==> src/rtl/ps2_pkg.sv <==
// ps2_pkg: PS/2 scan-code constants, decoder state type and the scan-code to ASCII table.
package ps2_pkg;
  localparam logic [7:0] SC_E0     = 8'hE0;
  localparam logic [7:0] SC_F0     = 8'hF0;
  localparam logic [7:0] SC_LSHIFT = 8'h12;
  localparam logic [7:0] SC_RSHIFT = 8'h59;
  localparam logic [7:0] SC_CAPS   = 8'h58;
  localparam logic [7:0] SC_ENTER  = 8'h5A;
  localparam logic [7:0] SC_BKSP   = 8'h66;
  localparam logic [7:0] SC_SPACE  = 8'h29;
  typedef enum logic [1:0] {DEC_BASE, DEC_E0, DEC_F0, DEC_E0F0} dec_state_t;
  function automatic logic [7:0] scan2ascii(input logic [7:0] code, input logic upper);
    logic [7:0] a;
    case (code)
      8'h1C: a = "a";
      8'h32: a = "b";
      8'h21: a = "c";
      8'h23: a = "d";
      8'h24: a = "e";
      8'h2B: a = "f";
      8'h34: a = "g";
      8'h33: a = "h";
      8'h43: a = "i";
      8'h3B: a = "j";
      8'h42: a = "k";
      8'h4B: a = "l";
      8'h3A: a = "m";
      8'h31: a = "n";
      8'h44: a = "o";
      8'h4D: a = "p";
      8'h15: a = "q";
      8'h2D: a = "r";
      8'h1B: a = "s";
      8'h2C: a = "t";
      8'h3C: a = "u";
      8'h2A: a = "v";
      8'h1D: a = "w";
      8'h22: a = "x";
      8'h35: a = "y";
      8'h1A: a = "z";
      8'h45: a = "0";
      8'h16: a = "1";
      8'h1E: a = "2";
      8'h26: a = "3";
      8'h25: a = "4";
      8'h2E: a = "5";
      8'h36: a = "6";
      8'h3D: a = "7";
      8'h3E: a = "8";
      8'h46: a = "9";
      SC_SPACE: a = 8'h20;
      SC_ENTER: a = 8'h0D;
      SC_BKSP:  a = 8'h08;
      default:  a = 8'h00;
    endcase
    return (upper && a >= "a" && a <= "z") ? a - 8'h20 : a;
  endfunction
endpackage

==> src/rtl/ps2_rx.sv <==
// ps2_rx: synchronised, glitch-filtered PS/2 frame receiver with mid-frame timeout.
module ps2_rx #(
  parameter int FILTER_LEN     = 8,
  parameter int TIMEOUT_CYCLES = 100000
) (
  input  logic       clk,
  input  logic       rst,
  input  logic       ps2c,
  input  logic       ps2d,
  output logic       rx_valid,
  output logic [7:0] rx_byte,
  output logic       frame_err
);
  localparam int TW = $clog2(TIMEOUT_CYCLES + 1);
  typedef enum logic [1:0] {RX_IDLE, RX_DATA, RX_DONE} rx_state_t;
  rx_state_t state, state_n;
  logic [1:0] c_sync, d_sync;
  logic [FILTER_LEN-1:0] c_sh, d_sh;
  logic c_f, d_f, c_q, fall, ok;
  logic [3:0] cnt, cnt_n;
  logic [9:0] sr, sr_n;
  logic [TW-1:0] tmr, tmr_n;
  // Lines idle high, so filters start high to avoid a spurious edge out of reset
  always_ff @(posedge clk or posedge rst)
    if (rst) begin
      c_sync <= '1;
      d_sync <= '1;
      c_sh <= '1;
      d_sh <= '1;
      c_f <= 1'b1;
      d_f <= 1'b1;
      c_q <= 1'b1;
    end else begin
      c_sync <= {c_sync[0], ps2c};
      d_sync <= {d_sync[0], ps2d};
      c_sh <= {c_sh[FILTER_LEN-2:0], c_sync[1]};
      d_sh <= {d_sh[FILTER_LEN-2:0], d_sync[1]};
      c_f <= &c_sh ? 1'b1 : ~|c_sh ? 1'b0 : c_f;
      d_f <= &d_sh ? 1'b1 : ~|d_sh ? 1'b0 : d_f;
      c_q <= c_f;
    end
  assign fall = c_q & ~c_f;
  assign ok = sr[9] & (^sr[8:0]);
  assign rx_byte = sr[7:0];
  always_ff @(posedge clk or posedge rst)
    if (rst) begin
      state <= RX_IDLE;
      cnt <= '0;
      sr <= '0;
      tmr <= '0;
    end else begin
      state <= state_n;
      cnt <= cnt_n;
      sr <= sr_n;
      tmr <= tmr_n;
    end
  // sr collects data, parity, stop with the stop bit ending up in sr[9]
  always_comb begin
    state_n = state;
    cnt_n = cnt;
    sr_n = sr;
    tmr_n = tmr;
    rx_valid = 1'b0;
    frame_err = 1'b0;
    case (state)
      RX_IDLE:
        if (fall && !d_f) begin
          state_n = RX_DATA;
          cnt_n = '0;
          tmr_n = '0;
        end
      RX_DATA:
        if (fall) begin
          sr_n = {d_f, sr[9:1]};
          cnt_n = cnt + 4'd1;
          tmr_n = '0;
          state_n = cnt == 4'd9 ? RX_DONE : RX_DATA;
        end else if (tmr == TW'(TIMEOUT_CYCLES - 1)) begin
          state_n = RX_IDLE;
          frame_err = 1'b1;
        end else
          tmr_n = tmr + TW'(1);
      default: begin
        state_n = RX_IDLE;
        rx_valid = ok;
        frame_err = ~ok;
      end
    endcase
  end
endmodule

==> src/rtl/ps2_kbd_fifo_ctrl.sv <==
// ps2_kbd_fifo_ctrl: PS/2 keyboard decoder with Shift/CapsLock tracking and a buffered ASCII FIFO for the CPU.
module ps2_kbd_fifo_ctrl
  import ps2_pkg::*;
#(
  parameter int FIFO_DEPTH     = 8,
  parameter int FILTER_LEN     = 8,
  parameter int TIMEOUT_CYCLES = 100000
) (
  input  logic                        clk,
  input  logic                        Reset,
  input  logic                        ps2c,
  input  logic                        ps2d,
  input  logic                        DoRead,
  output logic [7:0]                  ascii_code,
  output logic [$clog2(FIFO_DEPTH):0] key_count,
  output logic                        interrupt,
  output logic                        overflow,
  output logic                        frame_err,
  output logic                        caps_state
);
  localparam int AW = $clog2(FIFO_DEPTH);
  logic rx_valid;
  logic [7:0] rx_byte;
  dec_state_t dec, dec_n;
  logic shift_l, shift_r, shift_l_n, shift_r_n, caps_n, push_n, push_q, rd_ok, wr_ok;
  logic [7:0] asc_n, push_data;
  logic [7:0] mem [FIFO_DEPTH];
  logic [AW-1:0] rd_ptr, wr_ptr;
  logic [AW:0] cnt_n;
  ps2_rx #(.FILTER_LEN(FILTER_LEN), .TIMEOUT_CYCLES(TIMEOUT_CYCLES)) u_rx (
    .clk(clk), .rst(Reset), .ps2c(ps2c), .ps2d(ps2d),
    .rx_valid(rx_valid), .rx_byte(rx_byte), .frame_err(frame_err)
  );
  always_comb begin
    dec_n = dec;
    shift_l_n = shift_l;
    shift_r_n = shift_r;
    caps_n = caps_state;
    push_n = 1'b0;
    asc_n = scan2ascii(rx_byte, (shift_l | shift_r) ^ caps_state);
    if (rx_valid)
      case (dec)
        DEC_BASE: begin
          dec_n = rx_byte == SC_E0 ? DEC_E0 : rx_byte == SC_F0 ? DEC_F0 : DEC_BASE;
          if (rx_byte == SC_LSHIFT) shift_l_n = 1'b1;
          else if (rx_byte == SC_RSHIFT) shift_r_n = 1'b1;
          else if (rx_byte == SC_CAPS) caps_n = ~caps_state;
          else push_n = |asc_n;
        end
        DEC_E0: dec_n = rx_byte == SC_F0 ? DEC_E0F0 : DEC_BASE;
        DEC_F0: begin
          dec_n = DEC_BASE;
          shift_l_n = rx_byte == SC_LSHIFT ? 1'b0 : shift_l;
          shift_r_n = rx_byte == SC_RSHIFT ? 1'b0 : shift_r;
        end
        default: dec_n = DEC_BASE;
      endcase
  end
  // A pop on a full FIFO frees the slot the coincident push needs
  assign rd_ok = DoRead && |key_count;
  assign wr_ok = push_q && (key_count != (AW+1)'(FIFO_DEPTH) || rd_ok);
  assign cnt_n = key_count + (AW+1)'(wr_ok) - (AW+1)'(rd_ok);
  always_ff @(posedge clk or posedge Reset)
    if (Reset) begin
      dec <= DEC_BASE;
      shift_l <= 1'b0;
      shift_r <= 1'b0;
      caps_state <= 1'b0;
      push_q <= 1'b0;
      push_data <= '0;
      rd_ptr <= '0;
      wr_ptr <= '0;
      key_count <= '0;
      interrupt <= 1'b0;
      overflow <= 1'b0;
    end else begin
      dec <= dec_n;
      shift_l <= shift_l_n;
      shift_r <= shift_r_n;
      caps_state <= caps_n;
      push_q <= push_n;
      push_data <= asc_n;
      rd_ptr <= rd_ptr + AW'(rd_ok);
      wr_ptr <= wr_ptr + AW'(wr_ok);
      key_count <= cnt_n;
      interrupt <= |cnt_n;
      overflow <= (push_q && !wr_ok) ? 1'b1 : rd_ok ? 1'b0 : overflow;
    end
  always_ff @(posedge clk)
    if (wr_ok) mem[wr_ptr] <= push_data;
  assign ascii_code = |key_count ? mem[rd_ptr] : 8'h00;
endmodule

==> config.mk <==
export PLATFORM = sky130hd
export DESIGN_NAME = ps2_kbd_fifo_ctrl
export DESIGN_NICKNAME = d
export VERILOG_FILES = /design/src/rtl/ps2_pkg.sv /design/src/rtl/ps2_rx.sv /design/src/rtl/ps2_kbd_fifo_ctrl.sv
export SDC_FILE = /design/constraint.sdc
export NUM_CORES = 1
export LEC_CHECK = 0
export ABC_AREA = 0
export CORE_ASPECT_RATIO = 2
export CORE_UTILIZATION = 58
export CTS_CLUSTER_DIAMETER = 150
export CTS_CLUSTER_SIZE = 28
export DETAILED_ROUTE_END_ITERATION = 6
export PLACE_DENSITY = 0.73
export SYNTH_ARGS = -nofsm -noshare
export SYNTH_HDL_FRONTEND = slang
export SYNTH_SLANG_ARGS = --single-unit
==> constraint.sdc <==
create_clock -name clk -period 4.7 [get_ports clk]
set_input_delay 0.705 -clock clk [delete_from_list [all_inputs] [get_ports clk]]
set_output_delay 0.705 -clock clk [all_outputs]
set_load 0.1 [all_outputs]
# Yosys cells after proc, flatten, opt, wreduce, memory -nomap -nowiden
# Memory sizes are Yosys's and may differ from the RTL's.
# Index checks and enable logic that the tools add are counted.
dict set report word_totals {
  reg_bits 82
  ram_bits 64
  romBits 896
  out_inout_bits 16
  wordCells 137
  mem_count 2
}
dict set report op_classes {
  add_sub_neg 7
  order_cmp 2
  n_eq_ne 22
  n_mux 43
  bitwise 9
  n_reduce_logical 30
}
# memory depth word_bits read_ports rd_ports_with_merged_regs write_ports line_no
set mem_list {}
lappend mem_list {{(name not given)} 128 7 1 0 0 ps2_pkg.sv:14} ;# case (code)
lappend mem_list {mem 8 8 1 0 1 ps2_kbd_fifo_ctrl.sv:27} ;# logic [7:0] mem [FIFO_DEPTH];
# op n
set op_table {}
lappend op_table {{$mux W17} 3}
lappend op_table {{$pmux W17 S2} 1}
lappend op_table {{$mux W8} 3}
lappend op_table {{$reduce_or A8 Y1} 3}
lappend op_table {{$mux W1} 21}
lappend op_table {{$add A17 B1 Y17 const B} 1}
lappend op_table {{$eq A17 B17 Y1 const B} 1}
lappend op_table {{$eq A8 B7 Y1 const B} 2}
lappend op_table {{$eq A8 B8 Y1 const B} 2}
lappend op_table {{$reduce_and A8 Y1} 2}
lappend op_table {{$mux W2} 7}
lappend op_table {{$ne A2 B2 Y1 const B} 5}
lappend op_table {{$reduce_and A5 Y1} 2}
lappend op_table {{$reduce_xor A9 Y1} 1}
lappend op_table {{$eq A8 B5 Y1 const B} 1}
lappend op_table {{$ge A8 B7 Y1 const B} 1}
lappend op_table {{$le A8 B7 Y1 const B} 1}
lappend op_table {{$mux W4} 2}
lappend op_table {{$ne A2 B1 Y1 const B} 4}
lappend op_table {{$pmux W2 S2} 2}
lappend op_table {{$pmux W4 S2} 1}
lappend op_table {{$reduce_or A4 Y1} 2}
lappend op_table {{$sub A8 B6 Y8 const B} 1}
lappend op_table {{$add A3 B1 Y3} 2}
lappend op_table {{23 further kinds} 42}

# Longest topological paths before layout
# An unclocked memory read counts as a cell.
dict set report depth {
  word_depth 12
  mapped_depth 14
}

# Cells and area by module
# From an unflattened synthesis, not the netlist that was laid out.
dict set report hier_totals {
  hier_cells 578
  area_unflattened_um2 7134.3
}
# module instances cells_each area_each_um2
set by_module_without_submodules {}
lappend by_module_without_submodules {ps2_kbd_fifo_ctrl 1 340 4463.0}
lappend by_module_without_submodules {ps2_rx 1 238 2671.3}

# Worst setup path after synthesis
# OpenSTA, ideal clock, no wires.
dict set report synth_timing {
  path_kind {reg2out}
  start {register u_rx.tmr[0]}
  end {output port frame_err}
  arrival_ps 3040
  required_ps 3995
  path_slack_ps 955
  stages_incl_launch_ff 5
  path_buffers 0
  cell_sequence {dfrtp_1 -> ha_1 -> and4_1 -> nand4_1 -> o21ai_0}
}
dict set report synth_via {
  elab_chain_len 4
}
# item line_no
set synth_rtl {}
lappend synth_rtl {{start, declared} ps2_rx.sv:22} ;# logic [TW-1:0] tmr, tmr_n;
lappend synth_rtl {{start signal, assigned} ps2_rx.sv:55} ;# tmr <= tmr_n;
lappend synth_rtl {{$eq A17 B17 Y1} ps2_rx.sv:78} ;# end else if (tmr == TW'(TIMEOUT_CYCLES - 1)) begin
lappend synth_rtl {{$mux W1} ps2_rx.sv:78}
lappend synth_rtl {{$mux W1} ps2_rx.sv:73} ;# if (fall) begin
lappend synth_rtl {{$pmux W1 S2} ps2_rx.sv:65} ;# case (state)
lappend synth_rtl {{end, declared} ps2_kbd_fifo_ctrl.sv:18} ;# output logic frame_err,
# No other way between the ends.

# Worst setup path in the final report
dict set report layout_timing {
  start {register rd_ptr[1]}
  end {output port ascii_code[3]}
}
dict set report layout_via {
  elab_chain_len 2
}
# item line_no
set layout_rtl {}
lappend layout_rtl {{start, declared} ps2_kbd_fifo_ctrl.sv:28} ;# logic [AW-1:0] rd_ptr, wr_ptr;
lappend layout_rtl {{start signal, assigned} ps2_kbd_fifo_ctrl.sv:83} ;# rd_ptr <= rd_ptr + AW'(rd_ok);
lappend layout_rtl {{$mem_v2 Z8 W8} -}
lappend layout_rtl {{$mux W8} ps2_kbd_fifo_ctrl.sv:91} ;# assign ascii_code = |key_count ? mem[rd_ptr] : 8'h00;
lappend layout_rtl {{end, declared} ps2_kbd_fifo_ctrl.sv:14} ;# output logic [7:0] ascii_code,
# No other way between the ends.

==> results.yml <==
setup_path:
  worstSetupStartpointType: "register"
  largest_fanout_on_the_critical_path: 17
  crit_end: "ascii_code[3]"
  critPathArrivalTime_ns: 2.94
  r2r-end: "interrupt$_DFF_PP0_"
  worstPathRequired_ns: 3.99
  worst_setup_path_startpoint: "rd_ptr[1]$_DFF_PP0_"
  crit_type: "register to primary output"
  register_to_register_path_setup_slack_ns: 1.64
  reg2reg_depth: 11
  r2r-start: "key_count[2]$_DFF_PP0_"
  worst_setup_path_end_kind: "primary output"
timing:
  timing_worst_slew_pin_value_ns: 1.13
  rsz0062_at_grt: "false"
  hold_viol_final: 0
  setup_tns_ns: 0
  report.final.setup_viol: 0
  min_period_ns: 3.65
  timing.final.crit_share: 0.776
  max_transition_viols_final: 0
  fmaxAchievable_mhz: 274
  finalWorstSetupSlack_ns: 1.05
  hold-worst-slack_ns: 0.355
  slew_headroom: 0.244
  finClkSkew_ns: 0.0119
clock_network:
  cts-htree-levels: 4
  clk_pin_slew_worst_paths_ns: 0.07
  clockRootBuffer: "clkbuf_16"
  post-cts-setup-buffers: 0
  cts_tree: "built"
  cts_hold_buf: 0
  clk-insertion-delay-late_ns: 0.43
  clkSinkCount: 146
  cts_resized: 0
  number_of_cts_inserted_buffers: 17
  ctsLongestPathBuffers: 2
global_route:
  antenna_found_initial: 0
  number_of_global_route_vias_before_repair: 4884
  grt_start_max_net_pins: 56
  gr_overflow_total: 0
  grt_pass1_wl_um: 24700
  grtUsageTotal: 0.268
placed_design:
  gp_congestion: 0.990
  dpl.hpwl_um: 10900
  numPortBuffers: 20
  postPlaceCellArea_um2: 7320
  dpl_worst_slack_ns: 1.46
  placed_cells: 714
die:
  coreArea_um2: 11800
  die_width_um: 79.8
  row_count: 56
  die-height_um: 158
  die-area_um2: 12600
  initial_core_util: 0.596
  floorplan.io_pins: 21
final_layout:
  fillerInstances: 827
  number_of_standard_cells_in_the_layout_taps_in_and_fillers_out: 746
  fin_area_um2: 7920
  antenna_cells_inserted: 0
  finish.utilization: 0.673
  layout.nets: 622
  areaGrowthSynthToFinish_pct: 12.9
  layout-drive-gt1-share: 0.158
synth:
  synthArstFlopShare: 0.562
  synth-xor-area-share: 0.0269
  synth.yosys.seq_area_share: 0.570
  synthesis.area_per_instance_um2: 12.3
  dominant_cells_by_area_after_synthesis: "edfxtp_1, dfrtp_1, dfstp_2, mux4_2, ha_1"
  synth_top_family_by_area: "simple AND/OR/NAND/NOR gates"
  syn_nets: 603
  synth_compound_area_frac: 0.108
  cells_after_synthesis: 569
  synth-main-ff-cell: "edfxtp_1"
  ys_ff_latch: 146
  synth_top_area_cell: "edfxtp_1"
  area_share_of_and_or_nand_nor_cells_after_synthesis: 0.137
  count_of_distinct_cell_types_in_the_synthesized_netlist: 79
  synth_top_area_frac: 0.274
  synthAdderAreaFrac: 0.0528
  synthesis.yosys.warnings: 0
  netlist_area_um2: 7020
  synth_mux_area_frac: 0.0718
  synth_enable_flop_cells: 64
pwr:
  power_leakage_nw: 3.09
  total_power_consumption_mw: 4.22
  power.ir.vdd_worst_mv: 0.551
  power_density_nw_per_um2: 533
routing:
  post-route-drc-count: 0
  vias: 4624
  detail_route.wl_per_cell_um: 20.5
  wl_met2_um: 8840
  route.met3.wl_um: 444
  drt-initial-drc-count: 282
  drt_pre_antenna_iters: 4
  antenna_left: 0
  maxUsedRoutingLayer: "met4"
  viasPerCell: 6.20
  wl_met1_um: 5440
  routed_wirelength_um: 15300
job:
  drv_cap: 0
run_status:
  outcome: "completed"
worst_hold_path:
  hp-class: "register to register"
kinds of logic (layout without fill, tap and decap cells):
family                   count (synthesis)  count (layout)
multiplexers                            30              30
buffers and inverters                   53              85
XOR/XNOR                                20              20
adder cells (fa/ha/maj)                 29              29
AND/OR/NAND/NOR                        186             186
flip-flops                             146             146
AO/OA/AOI/OAI                          105             105
worst min path at each step:
| stage | from | to | slack [ns] | depth (start not counted) |
|---|---|---|---|---|
| floorplan | u_rx.c_sync[1]$_DFF_PP1_ | u_rx.c_sh[0]$_DFF_PP1_ | 0.35 | 0 |
| global placement | u_rx.d_sync[1]$_DFF_PP1_ | u_rx.d_sh[0]$_DFF_PP1_ | 0.35 | 0 |
| detailed placement | u_rx.d_sync[0]$_DFF_PP1_ | u_rx.d_sync[1]$_DFF_PP1_ | 0.35 | 0 |
| CTS | u_rx.d_sync[0]$_DFF_PP1_ | u_rx.d_sync[1]$_DFF_PP1_ | 0.36 | 0 |
| global route | u_rx.d_sync[0]$_DFF_PP1_ | u_rx.d_sync[1]$_DFF_PP1_ | 0.36 | 0 |
| finish | u_rx.d_sync[0]$_DFF_PP1_ | u_rx.d_sync[1]$_DFF_PP1_ | 0.36 | 0 |
registers in the layout, summed over array words and instances, names as in the netlist, 2 cells and up:
register     count
dec              2
key_count        4
mem             64
push_data        8
rd_ptr           3
u_rx.c_sh        8
u_rx.c_sync      2
u_rx.cnt         4
u_rx.d_sh        8
u_rx.d_sync      2
u_rx.sr         10
u_rx.state       2
u_rx.tmr        17
wr_ptr           3
critical path, stage by stage (launching register included):
cell and delay (ns):
dfrtp_1 0.83, mux4_2 0.36, mux2i_1 0.07, nor2_1 0.11, clkdlybuf4s50_1 1.13
layout make-up:
cell class / instances / area, um2 / area share
clock inverter: 14 / 170 / 0.0215
multi-input combinational: 370 / 2790 / 0.352
tap: 145 / 181 / 0.0229
inverter: 26 / 98.8 / 0.0125
clock buffer: 18 / 429 / 0.0542
sequential: 146 / 4000 / 0.505
timing repair buffer: 27 / 250 / 0.0316
placed cells by master (no fill, tap or decap), drive strengths merged, types with 4 or more instances in the layout:
cell type	n
nand4	10
o211ai	6
nand3	15
nor2b	6
buf	8
dfrtp	59
a21o	4
a31oi	8
nand2	46
a311oi	4
dfstp	23
and3	4
clkdlybuf4s50	19
mux4	16
clkbuf	18
ha	28
xor2	10
a21oi	17
clkinvlp	4
clkinv	5
o21ai	27
nand2b	14
edfxtp	64
inv	29
mux2i	11
nor4	9
o31ai	6
nor3	8
nor2	51
xnor2	9
per-layer routing:
layer  vias up  GRT usage
li1       2149          -
met3        48     0.0467
met5         -          0
met4         0      0.139
met2       136      0.499
met1      2291      0.280
Yosys cell counts (all sizes together), types with 10 or more instances:
cell type / n
edfxtp: 64
mux4: 16
a21oi: 17
mux2i: 11
clkbuf: 12
ha: 28
nand3: 15
nor2: 51
o21ai: 27
nand2b: 14
nand2: 46
dfstp: 23
buf: 15
dfrtp: 59
nand4: 10
inv: 24
xor2: 10
report_power, final:
group,internal [mW],switching [mW]
clock network,0.800,0.565
logic,0.431,0.878
registers,1.42,0.132
total,2.65,1.57
No activity file was read; power rests on OpenSTA's default activity.
